==> src/rtl/frame_cfg_pkg.sv <==
// Shared types and constants for the frame configuration controller.
package frame_cfg_pkg;

    localparam int unsigned FRAME_BITS_PER_ROW = 32;
    localparam int unsigned MAX_FRAMES_PER_COL = 20;
    localparam int unsigned NUM_ROWS           = 4;
    localparam int unsigned NUM_COLUMNS        = 4;

    localparam int unsigned WORD_W    = 32;
    localparam int unsigned DATA_W    = NUM_ROWS * FRAME_BITS_PER_ROW;
    localparam int unsigned STROBE_W  = NUM_COLUMNS * MAX_FRAMES_PER_COL;
    localparam int unsigned ROW_CNT_W = $clog2(NUM_ROWS);

    // Address word layout: [31:24] column, [23:19] frame, rest ignored
    localparam int unsigned COL_LSB = 24;
    localparam int unsigned COL_W   = 8;
    localparam int unsigned FRM_LSB = 19;
    localparam int unsigned FRM_W   = 5;

    localparam logic [WORD_W-1:0] SYNC_WORD   = 32'hFAB0_FAB1;
    localparam logic [WORD_W-1:0] DESYNC_WORD = 32'hFAB0_FAB0;

    typedef enum logic [1:0] {
        IDLE   = 2'd0,
        HEADER = 2'd1,
        DATA   = 2'd2,
        STROBE = 2'd3
    } cfg_state_e;

    function automatic logic addr_in_range(input logic [COL_W-1:0] col,
                                           input logic [FRM_W-1:0] frm);
        return (32'(col) < NUM_COLUMNS) && (32'(frm) < MAX_FRAMES_PER_COL);
    endfunction

endpackage

==> src/rtl/frame_config_ctrl_strobe_decode.sv <==
// Maps a latched column/frame address to the one-hot FrameStrobe vector.
module frame_strobe_decode
    import frame_cfg_pkg::*;
(
    input  logic [COL_W-1:0]    col_i,
    input  logic [FRM_W-1:0]    frm_i,
    input  logic                valid_range_i,
    input  logic                enable_i,
    output logic [STROBE_W-1:0] strobe_c_o
);

    always_comb begin
        strobe_c_o = '0;
        for (int unsigned c = 0; c < NUM_COLUMNS; c++) begin
            for (int unsigned f = 0; f < MAX_FRAMES_PER_COL; f++) begin
                if (enable_i && valid_range_i &&
                    (col_i == COL_W'(c)) && (frm_i == FRM_W'(f))) begin
                    strobe_c_o[c * MAX_FRAMES_PER_COL + f] = 1'b1;
                end
            end
        end
    end

endmodule

==> src/rtl/frame_config_ctrl.sv <==
// Bitstream word consumer: loads per-row FrameData and fires one FrameStrobe per frame.
module frame_config_ctrl
    import frame_cfg_pkg::*;
(
    input  logic                UserCLK,
    input  logic                Reset,
    input  logic [WORD_W-1:0]   WordData,
    input  logic                WordValid,
    output logic                WordReady,
    output logic [DATA_W-1:0]   FrameData,
    output logic [STROBE_W-1:0] FrameStrobe,
    output logic                ConfigBusy,
    output logic                AddrError
);

    cfg_state_e           state_q;
    logic [COL_W-1:0]     col_q;
    logic [FRM_W-1:0]     frm_q;
    logic [ROW_CNT_W-1:0] rowcnt_q;
    logic [DATA_W-1:0]    frame_data_q;
    logic [STROBE_W-1:0]  strobe_q;
    logic                 busy_q;
    logic                 addr_err_q;
    logic                 ready_q;

    logic                 word_xfer_c;
    logic                 last_row_c;
    logic                 in_range_c;
    logic                 strobe_en_c;
    logic [ROW_CNT_W-1:0] row_sel_c;
    logic [STROBE_W-1:0]  strobe_d;

    assign word_xfer_c = WordValid && ready_q;
    assign last_row_c  = (rowcnt_q == ROW_CNT_W'(NUM_ROWS - 1));
    assign in_range_c  = addr_in_range(col_q, frm_q);
    assign strobe_en_c = (state_q == DATA) && word_xfer_c && last_row_c;
    // First data word lands in the top row
    assign row_sel_c   = ROW_CNT_W'(NUM_ROWS - 1) - rowcnt_q;

    frame_strobe_decode u_strobe_decode (
        .col_i         (col_q),
        .frm_i         (frm_q),
        .valid_range_i (in_range_c),
        .enable_i      (strobe_en_c),
        .strobe_c_o    (strobe_d)
    );

    // Strobe is computed on the final data word so it is visible during STROBE
    always_ff @(posedge UserCLK or posedge Reset) begin
        if (Reset) begin
            state_q      <= IDLE;
            col_q        <= '0;
            frm_q        <= '0;
            rowcnt_q     <= '0;
            frame_data_q <= '0;
            strobe_q     <= '0;
            busy_q       <= 1'b0;
            addr_err_q   <= 1'b0;
            ready_q      <= 1'b0;
        end else begin
            strobe_q <= '0;
            ready_q  <= 1'b1;
            case (state_q)
                IDLE: begin
                    if (word_xfer_c && (WordData == SYNC_WORD)) begin
                        state_q <= HEADER;
                        busy_q  <= 1'b1;
                    end
                end
                HEADER: begin
                    if (word_xfer_c) begin
                        if (WordData == DESYNC_WORD) begin
                            state_q <= IDLE;
                            busy_q  <= 1'b0;
                        end else if (WordData != SYNC_WORD) begin
                            col_q    <= WordData[COL_LSB +: COL_W];
                            frm_q    <= WordData[FRM_LSB +: FRM_W];
                            rowcnt_q <= '0;
                            state_q  <= DATA;
                        end
                    end
                end
                DATA: begin
                    if (word_xfer_c) begin
                        frame_data_q[32'(row_sel_c) * FRAME_BITS_PER_ROW +: FRAME_BITS_PER_ROW] <= WordData;
                        rowcnt_q <= rowcnt_q + ROW_CNT_W'(1);
                        if (last_row_c) begin
                            state_q  <= STROBE;
                            ready_q  <= 1'b0;
                            strobe_q <= strobe_d;
                            if (!in_range_c) begin
                                addr_err_q <= 1'b1;
                            end
                        end
                    end
                end
                STROBE: begin
                    state_q <= HEADER;
                end
                default: begin
                    state_q <= IDLE;
                end
            endcase
        end
    end

    assign WordReady   = ready_q;
    assign FrameData   = frame_data_q;
    assign FrameStrobe = strobe_q;
    assign ConfigBusy  = busy_q;
    assign AddrError   = addr_err_q;

endmodule
==> config.mk <==
export PLATFORM = sky130hd
export DESIGN_NAME = frame_config_ctrl
export DESIGN_NICKNAME = d
export VERILOG_FILES = /design/src/rtl/frame_cfg_pkg.sv /design/src/rtl/frame_config_ctrl_strobe_decode.sv /design/src/rtl/frame_config_ctrl.sv
export SDC_FILE = /design/constraint.sdc
export NUM_CORES = 1
export LEC_CHECK = 0
export CORE_UTILIZATION = 45
export CTS_BUF_LIST = sky130_fd_sc_hd__clkbuf_8
export DETAILED_ROUTE_END_ITERATION = 8
export PLACE_DENSITY = 0.79
export SYNTH_ARGS = -nofsm -noshare
export SYNTH_HDL_FRONTEND = slang
export SYNTH_SLANG_ARGS = --single-unit
==> constraint.sdc <==
create_clock -name UserCLK -period 8.2 [get_ports UserCLK]
set_clock_uncertainty 0.05 [all_clocks]
set_input_delay 1.64 -clock UserCLK [delete_from_list [all_inputs] [get_ports UserCLK]]
set_output_delay 1.64 -clock UserCLK [all_outputs]
set_load 0.05 [all_outputs]
==> metrics.csv, run 1 <==
stage,metric,value,unit
outcome,outcome,finished clean,
clock_network,"Setup Fix Bufs, Post-CTS",0,
power_and_ir_drop,Flop pwr share,40.8,%
power_and_ir_drop,total leakage power,5.244,nW
route,first drt pass iteration count,7,
placement,number of cells after detailed placement,1338,
synth,top cell type by total area after synthesis,dfrtp_1,
timing,Final TNS setup,0,ns
timing,worst slew margin relative to its limit,28.58,%
route,vias per inst,5.032,
worst_setup_path,flop-to-flop setup slack,5.48,ns
route,Detail Route met3 WL,1795,um
synth,Avg Inst Size Synth,9.981,sq um
route,final routed DRC violation total,0,
worst_setup_path,cells traversed along the worst timing path,clkdlybuf4s50_1,
clock_network,TritonCTS clock tree,done,
worst_hold_path,type of the most critical hold path,flip-flop to flip-flop,
timing,setup repair after global routing missed its margin,no,
floorplan,area of the die,19950,sq um
placement,gp weighted congestion,0.8044,
clock_network,clock net sink count,228,
clock_network,number of CTS-inserted buffers,37,
synth,distinct cell type count of the synthesized netlist,39,
clock_network,post-cts resize count,0,
floorplan,I/O Pins,246,
placement,DPL Wire Length,16760,um
grt,grt ovf,0,
floorplan,Starting Density,46.33,%
timing,count of final max-slew check failures,0,
worst_hold_path,Hold Path Depth,1,
timing,post-route minimum period,3.532,ns
worst_setup_path,worst r2r dst,FrameStrobe[9],
timing,# setup viols final,0,
worst_setup_path,kind of cell with the highest combined delay on the critical path,buffers and inverters,
worst_setup_path,cell with the biggest individual delay on the critical path,clkdlybuf4s50_1,
power_and_ir_drop,clock network fraction of design power,28.5,%
worst_setup_path,count of cells along the worst register-to-register path,5,
worst_hold_path,launch instance of the worst min-delay path,AddrError,
timing,Highest Clock Rate,283.1,MHz
route,detailed-route wire length per cell,17.59,um
route,routed length on met1,10280,um
worst_setup_path,Worst Path Arrival,1.84,ns
finish,layout filler cell count,1510,
timing,final hold viol count,0,
finish,post-layout instance count excluding filler cells,1405,
worst_hold_path,Min-Delay Endpoint,AddrError,
power_and_ir_drop,part of the power in combinational logic,30.6,%
route,total detailed-routing wirelength,24720,um
timing,worst slew pin tran,1.068,ns
worst_setup_path,worst path buffer plus inverter count,1,
power_and_ir_drop,Net Switching,1.228,mW
job,maxcap violations,0,
clock_network,clock-pin slew on the worst setup and hold paths,0.06,ns
route,number of vias in the routed layout,7070,
worst_setup_path,critical path's largest stage delay,0.87,ns
synth,share of the synthesized area in the top cell type,65.40,%
floorplan,Die W,141.2,um
worst_setup_path,Setup crit end kind,primary output,
finish,"leading cell type in the layout, fill and taps excluded",nand2_1,
power_and_ir_drop,total power per unit cell area,273.4,nW/um^2
clock_network,H-tree depth,2,
route,antenna-violating nets left,0,
grt,global-route wire length before repair,39080,um
worst_setup_path,launch point of the worst reg-to-reg path,rowcnt_q[0],
clock_network,number of hold buffers added after CTS,0,
worst_setup_path,endpoint required time on the critical path,6.51,ns
grt,aggregate global-route resource usage,25.66,%
route,met2 WL post-DR,11660,um
synth,portion of the post-synthesis area used by sequential elements,65.40,%
synth,Gate Count Post-Synth,874,
route,highest routed layer,met4,
finish,layout cells sized above 1,7.336,%
clock_network,root buffer cell,clkbuf_8,
synth,Synth Flop Type,dfrtp_1,
finish,most used cells in the layout excluding fill and tap cells,"nand2_1, clkdlybuf4s50_1, dfrtp_1, o21ai_0, nor2_1",
worst_setup_path,Startpoint Class,flip-flop,
placement,count of buffers inserted at the top-level ports,245,
floorplan,chip height,141.2,um
worst_setup_path,Setup CP Type,flip-flop to primary output,
clock_network,clk buf depth,3,
route,initial DRC count,421,
clock_network,latest clock arrival within the worst-skew pair,0.53,ns
worst_setup_path,crit path max fanout,7,
power_and_ir_drop,"IR drop worst, VDD",0.1402,mV
synth,synth warn,0,
synth,number of enable-type register cells in the synthesized netlist,0,
power_and_ir_drop,switching portion of total power,37.07,%
synth,synth top area cells,"dfrtp_1, nand2_1, o21ai_0",
finish,layout net count,1161,
synth,number of synthesized register bits,228,
floorplan,placeable core area,18830,sq um
synth,Post-Synthesis Cell Area,8723,sq um
finish,layout overhead on the synthesized area,38.96,%
grt,vias in the first global route,7015,
grt,pin count of the biggest net entering global routing,152,
timing,crit share post-route,43.07,%
synth,Syn Nets,918,
grt,number of antenna violations at the first check in global routing,0,
finish,total inserted antenna cells,0,
floorplan,row count,50,
synth,fraction of registers with async set/reset,100.0,%
power_and_ir_drop,internal power summed over all cells,2.085,mW
cell type report:
cell class                 instances  area (sq um)  share of cell area [%]
clock buffer                      46         633.1                   5.223
clock inverter                    21         88.84                  0.7329
inverter                           7         33.78                  0.2787
multi-input combinational        593          2845                   23.47
sequential                       228          5705                   47.07
tap                              260         325.3                   2.684
timing repair buffer             250          2490                   20.54
per-stage QoR:
stage                     hold slack [ns]  util, %  power [mW]  instance area [sq um]  setup slack [ns]
final                              0.4248    64.37       3.314                  12120             4.668
after global placement             0.4086    60.54       2.363                  11400             4.175
after floorplan                    0.4311        -       2.020                   8723            0.2621
after detailed placement           0.4112    60.54       2.387                  11400             4.174
after CTS                          0.4308    64.37       3.332                  12120             4.655
after global routing               0.4372    64.37       3.472                  12120             4.396
cell usage after synthesis (2+ instances only):
library cell and number:
nor2b_1 4, ha_1 9, nor3b_1 5, nor2_1 92
a21boi_0 2, nor3_1 2, nand4_1 4, nor4b_1 2
nor4_1 2, a211o_1 2, mux2_2 13, and4_1 2
inv_1 7, and4b_1 4, or3_1 3, nor4_4 2
nand3_1 7, o21ai_0 130, nand4b_1 3, nand2_1 288
clkbuf_1 45, a21oi_1 2, dfrtp_1 228
logic make-up (layout without fill, tap and decap cells):
group,count (synthesis),after routing,share of synthesized area (%)
flip-flops,228,228,65.40
adder cells (fa/ha/maj),9,9,1.291
buffers and inverters,53,324,2.295
AO/OA/AOI/OAI,141,141,8.448
AND/OR/NAND/NOR,428,428,20.64
multiplexers,15,15,1.922
power groups by stage:
stage | clock (mW) | sequential (mW) | combinational, mW
after CTS | 0.961 | 1.35 | 1.02
final | 0.946 | 1.35 | 1.02
after detailed placement | 0 | 1.37 | 1.02
after floorplan | 0 | 1.67 | 0.353
after global routing | 1.02 | 1.37 | 1.09
after global placement | 0 | 1.36 | 0.998
metal layers:
metal | vias up | track usage (%)
li1 | 3329 | -
met1 | 3403 | 33.54
met2 | 274 | 40.10
met3 | 64 | 6.284
met4 | 0 | 12.81
met5 | - | 0
worst max-delay path by stage:
stage	from	to	depth (start not counted)
floorplan	Reset	AddrError	1
global placement	Reset	FrameStrobe[57]	3
detailed placement	Reset	FrameStrobe[32]	3
CTS	WordReady	WordReady	1
global route	Reset	FrameStrobe[37]	3
finish	WordReady	WordReady	1
state kept, by name, summed over array words and instances (netlist names):
signal,count
ConfigBusy,1
col_q,8
FrameData,128
state_q,2
FrameStrobe,80
AddrError,1
frm_q,5
WordReady,1
rowcnt_q,2
No activity file was read; power rests on OpenSTA's default activity.
==> inputs of run 2 (changes only) <==
- CORE_UTILIZATION: 45 -> 49
- PLACE_DENSITY: 0.79 -> 0.82
- clock period: 8.2 -> 3.3 ns (I/O delays scaled with it)
==> run 2 against run 1 <==
Compared with the run above:
- count of clock-buffer cells in the layout is the same
- global-route usage grew 2.5 points
- via count grew 2.5%
- final area grew 1.4%
- critical endpoint is now FrameStrobe[36]
- largest power group unchanged
==> metrics.csv, run 2 (synthesis gave the netlist of run 1 again) <==
stage,metric,value,unit
floorplan,I/O Pins,246,
grt,grt ovf,0,
clock_network,number of CTS-inserted buffers,37,
clock_network,clock-pin slew on the worst setup and hold paths,0.07,ns
finish,"flip-flop count of the largest register, all copies and words added",128,
finish,most used cells in the layout excluding fill and tap cells,"nand2_1, clkdlybuf4s50_1, dfrtp_1, o21ai_0, nor2_1",
floorplan,Starting Density,50.26,%
timing,final hold viol count,0,
timing,worst slew pin tran,0.8573,ns
finish,layout cells sized above 1,8.856,%
job,maxcap violations,0,
clock_network,root buffer cell,clkbuf_8,
route,final routed DRC violation total,0,
timing,worst slew margin relative to its limit,42.71,%
timing,setup slack after layout,0.6512,ns
finish,"leading cell type in the layout, fill and taps excluded",nand2_1,
finish,final standard cell area without fillers,12290,sq um
floorplan,chip height,135.4,um
worst_setup_path,Setup CP Type,flip-flop to flip-flop,
finish,layout overhead on the synthesized area,40.92,%
route,vias per inst,5.219,
grt,global-route wire length before repair,39140,um
placement,gp weighted congestion,0.8044,
timing,# setup viols final,0,
timing,crit share post-route,80.27,%
timing,post-route minimum period,2.649,ns
finish,Sequential Area,5705,sq um
placement,post-place instance area,11580,sq um
clock_network,latest clock arrival within the worst-skew pair,0.52,ns
floorplan,Die W,135.4,um
clock_network,clock net sink count,228,
floorplan,area of the die,18340,sq um
route,first drt pass iteration count,8,
timing,setup repair after global routing missed its margin,no,
worst_setup_path,endpoint required time on the critical path,3.67,ns
worst_setup_path,Startpoint Class,flip-flop,
finish,layout filler cell count,1279,
clock_network,H-tree depth,2,
route,initial DRC count,584,
clock_network,clk buf depth,3,
clock_network,post-cts resize count,0,
floorplan,placeable core area,17360,sq um
clock_network,TritonCTS clock tree,done,
finish,total inserted antenna cells,0,
finish,combined area of the multi-input logic cells,2845,sq um
placement,DPL Wire Length,17170,um
floorplan,row count,48,
timing,Highest Clock Rate,377.5,MHz
grt,aggregate global-route resource usage,28.18,%
finish,layout net count,1182,
power_and_ir_drop,total leakage power,5.358,nW
clock_network,number of hold buffers added after CTS,0,
route,number of vias in the routed layout,7244,
worst_setup_path,Setup crit end kind,flip-flop,
grt,vias in the first global route,7097,
route,total detailed-routing wirelength,24970,um
placement,dpl ws,0.4166,ns
timing,count of final max-slew check failures,0,
worst_setup_path,Worst Path Arrival,3.02,ns
grt,number of antenna violations at the first check in global routing,0,
clock_network,"Setup Fix Bufs, Post-CTS",0,
placement,count of buffers inserted at the top-level ports,245,
power_and_ir_drop,"IR drop worst, VDD",0.4844,mV
outcome,outcome,finished clean,
worst_hold_path,type of the most critical hold path,flip-flop to flip-flop,
worst_setup_path,crit path max fanout,20,
route,antenna-violating nets left,0,
route,detailed-route wire length per cell,17.99,um
power_and_ir_drop,total power per unit cell area,671.1,nW/um^2
finish,post-layout instance count excluding filler cells,1388,
placement,number of cells after detailed placement,1324,
grt,pin count of the biggest net entering global routing,75,
run 2: path summary, 6_finish.rpt:
check	slack (ns)	start	cells past startpoint	end
worst min register to register	0.43	FrameData[45]	2	FrameData[45]
worst max register to register	0.65	rowcnt_q[0]	5	FrameStrobe[36]
worst max-delay path	0.65	rowcnt_q[0]	5	FrameStrobe[36]
worst min-delay path	0.43	FrameData[45]	2	FrameData[45]
max in group asynchronous	1.84	Reset	3	frm_q[0]
min in group asynchronous	0.57	Reset	2	FrameStrobe[72]
run 2: power breakdown:
part	leakage (nW)	internal [mW]	switching (mW)
registers	3.11	3.12	0.253
logic	1.83	0.839	1.72
clock network	0.417	1.25	1.07
run 2: per-stage QoR:
| step | TNS (ns) | hold WS, ns | utilization, % | total power [mW] |
|---|---|---|---|---|
| final | 0 | 0.4272 | 70.83 | 8.249 |
| after global routing | 0 | 0.4405 | 70.83 | 8.647 |
| after CTS | 0 | 0.4321 | 70.83 | 8.284 |
| after detailed placement | 0 | 0.4191 | 66.75 | 5.959 |
| after global placement | 0 | 0.4103 | 66.75 | 5.893 |
| after floorplan | -88.92 | 0.4311 | - | 5.020 |
run 2: layout make-up:
type | instances | area share, %
clock buffers | 46 | 5.150
inverters | 7 | 0.2443
clock inverters | 18 | 0.6107
flip-flops and latches | 228 | 46.41
multi-input cells | 593 | 23.15
well taps | 225 | 2.290
repair buffers | 271 | 22.15
run 2: layer usage:
metal,GRT usage [%],vias up,share of wire [%]
li1,-,3373,-
met1,38.01,3502,41
met2,43.73,310,48
met3,5.799,59,7.3
met4,13.55,0,3.8
met5,0,-,0
run 2: critical path, cell delays in order, from the launching register on:
cell and delay [ns]:
dfrtp_1 0.53, ha_1 0.40, nand4_1 0.29, nand4b_1 0.32, or3_1 0.71, nor2_1 0.26
==> RTL change, RTL diff (flow settings as in run 1) <==
Register the output `AddrError` once more, without a reset; this adds one clock of latency there. The other outputs are not delayed to match.
--- a/src/rtl/frame_config_ctrl.sv
+++ b/src/rtl/frame_config_ctrl.sv
@@ -109,5 +109,7 @@
     assign FrameStrobe = strobe_q;
     assign ConfigBusy  = busy_q;
-    assign AddrError   = addr_err_q;
+    always_ff @(posedge UserCLK) begin
+        AddrError <= addr_err_q;
+    end
 
 endmodule
Check against the original RTL: no difference found for any inputs over 4 cycles, from zero or initial values and one cycle with Reset high; that may be too few to reach the edited logic, so the function may still have changed.
==> RTL change against run 1 <==
- synthesized area increased by 0.23%
- total power increased by 2.0%
- final cell count about the same
- count of clock-buffer cells in the layout unchanged
- worst setup slack improved by 0.019 ns
- cell area increased by 0.52%
- global-route usage decreased by 0.38 points
- routed wire length about the same
- sequential cell count increased by 1
- largest cell class unchanged
- highest routed layer unchanged
==> RTL change: results <==
run_status:
  run_status: "completed"
logic_synthesis:
  share_of_the_synthesized_area_in_compound_gates_ao_oa_aoi_oai_pct: 8.43
  post_synth_mux_area_share_pct: 1.92
  ys_async_sr_fraction_pct: 99.6
  netlist_top_cells_count: "288 x nand2_1, 228 x dfrtp_1, 130 x o21ai_0"
  mappedNetlistNets: 919
  synth_adder_area_share_pct: 1.29
  ys_seq_area_share_pct: 65.5
  synth.lib_cells_used.distinct: 40
  yosys-top-cells-area: "dfrtp_1 65%, nand2_1 12%, o21ai_0 7.4%"
global_routing:
  grt_pass1_wl_microns: 39000
  met3_usage_pct: 6.28
  first_global_vias: 7070
  global_route.usage.met1_pct: 32.9
  global_route.usage.total_pct: 25.3
  use_met2_pct: 40.0
worst_hold_path:
  whs_endpoint: "AddrError"
  worst_hold_path_type: "flip-flop to flip-flop"
  worst_hold_startpoint: "addr_err_q"
  hold_depth: 0
clock_tree:
  cts_root_buffer: "clkbuf_8"
  clk-insertion-delay-late_ns: 0.53
  clockBufferDepth: 3
route:
  vias_per_cell: 5.10
  wl_microns: 24700
  dr.pass1.iters: 4
  drt-initial-drc-count: 430
final_layout:
  post_route_cells_drive_above_1_share_pct: 7.34
  design.final.nets: 1162
  flip_flop_count_of_the_largest_register_all_copies_and_words_added: 128
sta:
  slew-limit-headroom_pct: 22.1
place:
  detailedPlacementHpwl_microns: 16700
  postPlaceCellArea_sq_um: 11400
  gp_routability_congestion: 0.831
pwr:
  peakVddDrop_mv: 0.189
  cellLeakagePower_nw: 5.26
worst_setup_path:
  r2r.worst_path.cells: 6
  rrSetupSlack_ns: 5.35
  cp_data_arrival_time_ns: 1.82
  crit-reg2reg-capture: "FrameData[56]"
  slowest_stage_delay_on_critical_path_ns: 0.86
## RTL change: layout make-up
type / instances / area (sq um)
inverters: 7 / 33.8
multi-input cells: 593 / 2850
fillers: 1549 / 6710
well taps: 260 / 325
clock inverters: 19 / 131
clock buffers: 46 / 633
repair buffers: 250 / 2490
flip-flops and latches: 229 / 5730
## RTL change: report_power, final
| part | leakage [nW] | switching (mW) | internal (mW) |
|---|---|---|---|
| Sequential | 3.12 | 0.0978 | 1.26 |
| Clock | 0.440 | 0.441 | 0.568 |
| Combinational | 1.70 | 0.688 | 0.323 |
## RTL change: cells by family (layout without fill, tap and decap cells)
family / count (synthesis) / after routing
AO/OA/AOI/OAI: 141 / 141
adder cells (fa/ha/maj): 9 / 9
buffers and inverters: 53 / 322
flip-flops: 229 / 229
multiplexers: 15 / 15
AND/OR/NAND/NOR: 428 / 428
## RTL change: per-stage QoR
stage	util, %	power (mW)	std cells	hold WS (ns)	worst slack, ns
detailed placement	60.4	2.39	1339	0.320	4.15
CTS	64.5	3.40	1404	0.333	4.65
global placement	60.4	2.37	1339	0.315	4.18
floorplan	-	2.03	875	0.299	0.262
finish	64.5	3.38	1404	0.333	4.69
global route	64.5	3.54	1404	0.356	4.43
## RTL change: worst max path at each step
stage	from	endpoint	slack [ns]	depth (start not counted)
after floorplan	Reset	ConfigBusy	0.26	1
after global placement	Reset	FrameStrobe[34]	4.18	3
after detailed placement	Reset	FrameStrobe[34]	4.15	3
after CTS	WordReady	WordReady	4.65	1
after global routing	Reset	FrameStrobe[61]	4.43	3
final	WordReady	WordReady	4.69	1
## RTL change: metal layers
metal | routed length (microns) | vias to the layer above | share of wire [%]
met3 | 1800 | 75 | 7.3
li1 | - | 3336 | -
met1 | 10200 | 3485 | 41
met4 | 1050 | 0 | 4.2
met5 | 0 | - | 0
met2 | 11600 | 269 | 47
## RTL change: worst register-to-register path, delay by kind of cell, from the launching register on
| kind | cells | cell delay, ns |
|---|---|---|
| adder cells (fa/ha/maj) | 1 | 0.39 |
| buffers and inverters | 2 | 0.59 |
| flip-flops | 1 | 0.52 |
| AO/OA/AOI/OAI | 1 | 0.17 |
| AND/OR/NAND/NOR | 2 | 1.03 |
